==> config.mk <==
export PLATFORM = sky130hd
export DESIGN_NAME = crc16_frame_appender
export DESIGN_NICKNAME = d
export VERILOG_FILES = /design/src/rtl/crc16_frame_appender.sv
export SDC_FILE = /design/constraint.sdc
export NUM_CORES = 1
export LEC_CHECK = 0
export CAP_MARGIN = 20
export CORE_MARGIN = 10
export CORE_UTILIZATION = 58
export DETAILED_ROUTE_END_ITERATION = 8
export PLACE_DENSITY = 0.85
export SLEW_MARGIN = 40
export SYNTH_ARGS = -nofsm -noshare
export SYNTH_HDL_FRONTEND = slang
export SYNTH_SLANG_ARGS = --single-unit
==> constraint.sdc <==
create_clock -name clk -period 2.6 [get_ports clk]
set_input_delay 0.52 -clock clk [delete_from_list [all_inputs] [get_ports clk]]
set_output_delay 0.52 -clock clk [all_outputs]
set_load 0.03 [all_outputs]
==> src/rtl/crc16_frame_appender.sv <==
// rtl/crc16_frame_appender.sv - byte-stream pass-through that appends a per-frame CRC-16/X-25
// Each frame reloads INIT; bypass frames pass through with no CRC tail.
module crc16_frame_appender #(
  parameter logic [15:0] INIT       = 16'hFFFF,
  parameter logic [15:0] OUTPUT_XOR = 16'hFFFF,
  parameter int          CNT_WIDTH  = 16
) (
  input  logic                 clk,
  input  logic                 rst,
  input  logic [7:0]           s_data,
  input  logic                 s_valid,
  output logic                 s_ready,
  input  logic                 s_last,
  input  logic                 cfg_bypass,
  output logic [7:0]           m_data,
  output logic                 m_valid,
  input  logic                 m_ready,
  output logic                 m_last,
  output logic                 busy,
  output logic [CNT_WIDTH-1:0] frame_cnt
);

  typedef enum logic [1:0] {IDLE, DATA, CRC_LO, CRC_HI} state_t;

  state_t      state, state_nx;
  logic [15:0] crc, crc_nx, crc_final;
  logic        bypass_q, bypass_nx;
  logic        free, in_xfer, load, ld_last, cnt_inc;
  logic [7:0]  ld_data;

  function automatic logic [7:0] rev8(input logic [7:0] d);
    logic [7:0] r;
    for (int i = 0; i < 8; i++) r[i] = d[7-i];
    return r;
  endfunction

  function automatic logic [15:0] rev16(input logic [15:0] d);
    logic [15:0] r;
    for (int i = 0; i < 16; i++) r[i] = d[15-i];
    return r;
  endfunction

  // Reflected-input CRC realised as an MSB-first Galois update on the reversed byte.
  function automatic logic [15:0] crc_step(input logic [15:0] c, input logic [7:0] d);
    logic [15:0] r;
    r = c ^ {rev8(d), 8'h00};
    for (int i = 0; i < 8; i++) r = r[15] ? ((r << 1) ^ 16'h1021) : (r << 1);
    return r;
  endfunction

  assign crc_final = rev16(crc) ^ OUTPUT_XOR;
  assign free      = !m_valid || m_ready;
  assign s_ready   = !rst && free && (state == IDLE || state == DATA);
  assign in_xfer   = s_valid && s_ready;
  assign busy      = (state != IDLE) || (in_xfer && !(s_last && cfg_bypass));

  always_comb begin
    state_nx  = state;
    crc_nx    = crc;
    bypass_nx = bypass_q;
    load      = 1'b0;
    ld_data   = m_data;
    ld_last   = m_last;
    cnt_inc   = 1'b0;
    case (state)
      IDLE: if (in_xfer) begin
        bypass_nx = cfg_bypass;
        crc_nx    = crc_step(INIT, s_data);
        load      = 1'b1;
        ld_data   = s_data;
        ld_last   = s_last && cfg_bypass;
        if (!s_last) begin
          state_nx = DATA;
        end else if (cfg_bypass) begin
          state_nx = IDLE;
          cnt_inc  = 1'b1;
          crc_nx   = INIT;
        end else begin
          state_nx = CRC_LO;
        end
      end
      DATA: if (in_xfer) begin
        crc_nx  = crc_step(crc, s_data);
        load    = 1'b1;
        ld_data = s_data;
        ld_last = s_last && bypass_q;
        if (s_last) begin
          if (bypass_q) begin
            state_nx = IDLE;
            cnt_inc  = 1'b1;
            crc_nx   = INIT;
          end else begin
            state_nx = CRC_LO;
          end
        end
      end
      CRC_LO: if (free) begin
        load     = 1'b1;
        ld_data  = crc_final[7:0];
        ld_last  = 1'b0;
        state_nx = CRC_HI;
      end
      CRC_HI: if (free) begin
        load     = 1'b1;
        ld_data  = crc_final[15:8];
        ld_last  = 1'b1;
        cnt_inc  = 1'b1;
        crc_nx   = INIT;
        state_nx = IDLE;
      end
      default: state_nx = IDLE;
    endcase
  end

  always_ff @(posedge clk or posedge rst) begin
    if (rst) begin
      state     <= IDLE;
      crc       <= INIT;
      bypass_q  <= 1'b0;
      frame_cnt <= '0;
      m_valid   <= 1'b0;
      m_data    <= 8'h00;
      m_last    <= 1'b0;
    end else begin
      state    <= state_nx;
      crc      <= crc_nx;
      bypass_q <= bypass_nx;
      if (cnt_inc) frame_cnt <= frame_cnt + CNT_WIDTH'(1);
      // Output fields only change on a load; otherwise a stalled byte holds.
      if (load) begin
        m_valid <= 1'b1;
        m_data  <= ld_data;
        m_last  <= ld_last;
      end else if (m_ready) begin
        m_valid <= 1'b0;
      end
    end
  end

endmodule

==> impl_results.html <==
<table>
<tr><th>Metric</th><th>Value</th></tr>
<tr><th colspan="2">Run status</th></tr>
<tr><td>Result of the run</td><td>complete, no violations</td></tr>
<tr><th colspan="2">Placement</th></tr>
<tr><td>Final weighted congestion in routability-driven placement</td><td>0.804</td></tr>
<tr><td>Post-place instance area</td><td>3110 µm²</td></tr>
<tr><td>Port Buffers</td><td>41</td></tr>
<tr><td>Post-detailed-placement half-perimeter wirelength</td><td>4.53 mm</td></tr>
<tr><th colspan="2">Synth</th></tr>
<tr><td>Most instantiated flip-flop cell in the synthesis netlist</td><td>sky130_fd_sc_hd__dfrtp_1</td></tr>
<tr><td>Number of synthesized flops with an enable pin</td><td>0</td></tr>
<tr><td>Mapped Avg Cell Area</td><td>9.68 µm²</td></tr>
<tr><td>Syn Std Cell Area</td><td>2690 µm²</td></tr>
<tr><td>Async set or reset register ratio after synthesis</td><td>100%</td></tr>
<tr><td>Synthesized Nets</td><td>293</td></tr>
<tr><td>Seq/Total Area, Yosys</td><td>42.6%</td></tr>
<tr><td>Flip-flop and latch count after synthesis</td><td>45</td></tr>
<tr><td>Synth cell count leaders</td><td>33 x sky130_fd_sc_hd__nand2_1, 29 x sky130_fd_sc_hd__dfrtp_1, 26 x sky130_fd_sc_hd__o21ai_0, 26 x sky130_fd_sc_hd__xnor2_1, 18 x sky130_fd_sc_hd__xor2_1</td></tr>
<tr><td>Top area cells in the synthesized netlist</td><td>sky130_fd_sc_hd__dfrtp_1 27%, sky130_fd_sc_hd__dfstp_2 16%, sky130_fd_sc_hd__xnor2_1 8.5%</td></tr>
<tr><td>Most common cell in the netlist</td><td>sky130_fd_sc_hd__nand2_1</td></tr>
<tr><td>Library cell with the largest summed area after synthesis</td><td>sky130_fd_sc_hd__dfrtp_1</td></tr>
<tr><td>Post-synthesis cell type count</td><td>44</td></tr>
<tr><td>Warnings from Yosys</td><td>0</td></tr>
<tr><td>Syn Inst Count</td><td>278</td></tr>
<tr><td>Yosys top cell area share</td><td>27.0%</td></tr>
<tr><th colspan="2">Clock network</th></tr>
<tr><td>Total CTS buffers</td><td>5</td></tr>
<tr><td>CTS Sinks</td><td>45</td></tr>
<tr><td>Clock tree buffer depth</td><td>2</td></tr>
<tr><td>Clock latency of the later-clocked register in the worst-skew pair</td><td>0.30 ns</td></tr>
<tr><td>Clock transition time at the flip-flop clock pins of the worst setup and hold paths</td><td>0.09 ns</td></tr>
<tr><td>Hold buffers post-CTS</td><td>0</td></tr>
<tr><td>TritonCTS clock tree</td><td>done</td></tr>
<tr><td>CTS H-tree depth</td><td>2</td></tr>
<tr><td>Total of cells resized after clock tree synthesis</td><td>0</td></tr>
<tr><td>Post-CTS setup buffer count</td><td>0</td></tr>
<tr><td>Clock root buffer master</td><td>sky130_fd_sc_hd__clkbuf_8</td></tr>
<tr><th colspan="2">Worst setup path</th></tr>
<tr><td>Req. time, crit path</td><td>2.08 ns</td></tr>
<tr><td>Reg2reg start</td><td>state[0]$_DFFE_PP0P_</td></tr>
<tr><td>Number of cells traversed by the worst register-to-register path</td><td>6</td></tr>
<tr><td>R2r endpoint</td><td>frame_cnt[3]$_DFFE_PP0P_</td></tr>
<tr><td>Startpoint type of the worst setup path</td><td>primary input</td></tr>
<tr><td>Worst path arrival time</td><td>1.91 ns</td></tr>
<tr><td>CP Max Fanout</td><td>4</td></tr>
<tr><td>Worst setup EP type</td><td>output port</td></tr>
<tr><td>Type of the worst setup path</td><td>primary input to output port</td></tr>
<tr><td>Slack of the worst reg-to-reg path</td><td>0.67 ns</td></tr>
<tr><th colspan="2">STA</th></tr>
<tr><td>Final period util</td><td>93.6%</td></tr>
<tr><td>Total negative slack</td><td>0 ns</td></tr>
<tr><td>Setup clock skew after layout</td><td>0.00777 ns</td></tr>
<tr><td>Max Freq</td><td>0.411 GHz</td></tr>
<tr><td>Setup repair after global routing missed its margin</td><td>no</td></tr>
<tr><td>Worst Tran Pin Value</td><td>0.576 ns</td></tr>
<tr><td>Final setup fails</td><td>0</td></tr>
<tr><td>Final count of pins violating max slew</td><td>0</td></tr>
<tr><td>Post-layout minimum cycle time</td><td>2.43 ns</td></tr>
<tr><td>Worst max-slew margin expressed relative to the limit</td><td>61.6%</td></tr>
<tr><td>Total count of hold-check failures in the final report</td><td>0</td></tr>
<tr><th colspan="2">Power</th></tr>
<tr><td>Total power density per cell area</td><td>1180 nW/µm²</td></tr>
<tr><td>Static leakage</td><td>1.37 nW</td></tr>
<tr><td>Design internal power</td><td>0.00213 W</td></tr>
<tr><td>Power share of the combinational group</td><td>53.9%</td></tr>
<tr><td>Part of the total power dissipated in sequential elements</td><td>34.5%</td></tr>
<tr><td>Maximum VDD drop</td><td>593 µV</td></tr>
<tr><td>Net switching fraction of the power</td><td>43.4%</td></tr>
<tr><td>Total power of the final layout</td><td>0.00376 W</td></tr>
<tr><td>Switching power total</td><td>0.00163 W</td></tr>
<tr><td>Power share of the clock group</td><td>11.6%</td></tr>
<tr><th colspan="2">Drt</th></tr>
<tr><td>Wire per inst</td><td>16.9 µm</td></tr>
<tr><td>Number of DRC violations after detailed routing</td><td>0</td></tr>
<tr><td>Total number of vias</td><td>2,133</td></tr>
<tr><td>Drt total wl</td><td>6.19 mm</td></tr>
<tr><td>Vias/cell</td><td>5.81</td></tr>
<tr><td>Antenna viol nets, final</td><td>0</td></tr>
<tr><td>Number of violations reported at the end of detailed-routing iteration 0</td><td>130</td></tr>
<tr><td>1st-pass router iterations</td><td>4</td></tr>
<tr><th colspan="2">Floorplan</th></tr>
<tr><td>Ports</td><td>42</td></tr>
<tr><td>Effective utilization at floorplan</td><td>60.9%</td></tr>
<tr><td>Die area</td><td>7760 µm²</td></tr>
<tr><td>Count of standard-cell rows</td><td>24</td></tr>
<tr><td>Core region area</td><td>4410 µm²</td></tr>
<tr><td>Vert. Die Dim</td><td>88.1 µm</td></tr>
<tr><td>Die width</td><td>88.1 µm</td></tr>
<tr><th colspan="2">Final layout</th></tr>
<tr><td>FILL cells</td><td>341</td></tr>
<tr><td>Footprint of the flip-flops and latches</td><td>1150 µm²</td></tr>
<tr><td>Area growth from synthesis to layout</td><td>19.0%</td></tr>
<tr><td># nets final</td><td>329</td></tr>
<tr><td>Area used by multi-input combinational logic</td><td>1420 µm²</td></tr>
<tr><td>Number of diodes</td><td>0</td></tr>
<tr><td>Finished layout cell area</td><td>3200 µm²</td></tr>
<tr><td>Share of cells above drive strength 1</td><td>11.7%</td></tr>
<tr><th colspan="2">Global route</th></tr>
<tr><td>Global-route wire length before repair</td><td>10.2 mm</td></tr>
<tr><td>Maximum number of pins on one net before global-route repair</td><td>46</td></tr>
<tr><td>Number of antenna violations at the first check in global routing</td><td>0</td></tr>
<tr><td>Number of global-route vias before repair</td><td>2,179</td></tr>
<tr><td>Global route overflow</td><td>0</td></tr>
<tr><td>Total routing usage reported by global routing</td><td>16.4%</td></tr>
<tr><th colspan="2">Worst hold path</th></tr>
<tr><td>Min-Delay Startpoint</td><td>frame_cnt[15]$_DFFE_PP0P_</td></tr>
<tr><td>Worst min path class</td><td>register to register</td></tr>
<tr><td>Cell count of the worst hold path</td><td>1</td></tr>
<tr><td>Worst min-delay path endpoint</td><td>frame_cnt[15]$_DFFE_PP0P_</td></tr>
<tr><th colspan="2">Run</th></tr>
<tr><td>Max Cap Violations</td><td>0</td></tr>
</table>
state kept, by name, indices dropped and copies added, names as in the netlist:
signal	count
bypass_q	1
crc	16
frame_cnt	16
m_data	8
m_last	1
m_valid	1
state	2
worst max-delay path by stage:
stage,to,cells past startpoint,startpoint,slack (ns)
5_1_grt,busy,5,s_valid,0.05
2_1_floorplan,s_ready,3,state[1]$_DFFE_PP0P_,0.53
3_3_place_gp,s_ready,4,m_ready,0.20
3_5_place_dp,busy,5,s_valid,0.18
6_report,busy,5,s_valid,0.17
4_1_cts,busy,5,s_valid,0.16
area by class of cell:
| type | instances | share of cell area, % |
|---|---|---|
| clock buffers | 6 | 2.27 |
| clock inverters | 2 | 0.469 |
| inverters | 5 | 0.586 |
| multi-input cells | 208 | 44.2 |
| flip-flops and latches | 45 | 35.8 |
| well taps | 52 | 2.03 |
| repair buffers | 49 | 14.6 |
per-layer routing:
metal	part of all wire, %	vias to the layer above	routed length [µm]	track usage, %
li1	-	1029	-	-
met1	42	1025	2580	19.2
met2	50	67	3080	27.9
met3	6.6	12	410	4.64
met4	1.9	0	116	5.85
met5	0	-	0	0
stage by stage:
| step | hold slack [ns] | cells | setup slack (ns) | utilization [%] |
|---|---|---|---|---|
| floorplan | 0.453 | 278 | 0.527 | - |
| global placement | 0.455 | 359 | 0.198 | 70.5 |
| detailed placement | 0.457 | 359 | 0.181 | 70.5 |
| CTS | 0.473 | 367 | 0.161 | 72.5 |
| global route | 0.494 | 367 | 0.0467 | 72.5 |
| finish | 0.468 | 367 | 0.165 | 72.5 |
power groups by stage:
stage	logic [W]	clock network, W	registers, W
after global placement	0.00195	0	0.00130
after CTS	0.00203	0.000446	0.00130
after global routing	0.00221	0.000464	0.00134
after detailed placement	0.00202	0	0.00131
after floorplan	0.00136	0	0.00141
final	0.00203	0.000435	0.00130
worst max-delay path, stage by stage:
cell                              delay (ns)
sky130_fd_sc_hd__clkdlybuf4s50_1        0.47
sky130_fd_sc_hd__nor2b_1                0.28
sky130_fd_sc_hd__nor3b_1                0.32
sky130_fd_sc_hd__a211o_1                0.17
sky130_fd_sc_hd__buf_4                  0.15
cells in the final DEF, fill, tap and decap left out, types with 2 or more instances in the layout:
master and count:
sky130_fd_sc_hd__dfstp_2 16, sky130_fd_sc_hd__o221ai_1 3, sky130_fd_sc_hd__nand2_1 33, sky130_fd_sc_hd__nand4_1 3, sky130_fd_sc_hd__clkinvlp_4 2, sky130_fd_sc_hd__xnor2_1 26
sky130_fd_sc_hd__and2_1 4, sky130_fd_sc_hd__nand3_1 7, sky130_fd_sc_hd__inv_1 5, sky130_fd_sc_hd__o21ai_0 26, sky130_fd_sc_hd__o31ai_1 2, sky130_fd_sc_hd__nor2b_1 4
sky130_fd_sc_hd__nor3_1 7, sky130_fd_sc_hd__a21o_1 2, sky130_fd_sc_hd__nor3b_1 2, sky130_fd_sc_hd__a31oi_1 3, sky130_fd_sc_hd__o21a_1 7, sky130_fd_sc_hd__and3_1 7
sky130_fd_sc_hd__clkdlybuf4s50_1 40, sky130_fd_sc_hd__a21oi_1 6, sky130_fd_sc_hd__o22ai_1 5, sky130_fd_sc_hd__dfrtp_1 29, sky130_fd_sc_hd__clkbuf_8 5, sky130_fd_sc_hd__buf_4 9
sky130_fd_sc_hd__a211o_1 2, sky130_fd_sc_hd__mux2i_1 16, sky130_fd_sc_hd__xor2_1 18, sky130_fd_sc_hd__nor2_1 10
cells by family after synthesis:
kind of cell,after synthesis,synth area share [%]
DFF,45,42.6
xor gates and xnor gates,47,16.8
AOI/OAI and AO/OA,61,13.9
and+or+nand+nor,81,14.4
adders and majority gates,1,0.465
muxes,18,6.93
buffers and inverters,25,4.88
Power figures use the tool's default switching activity.
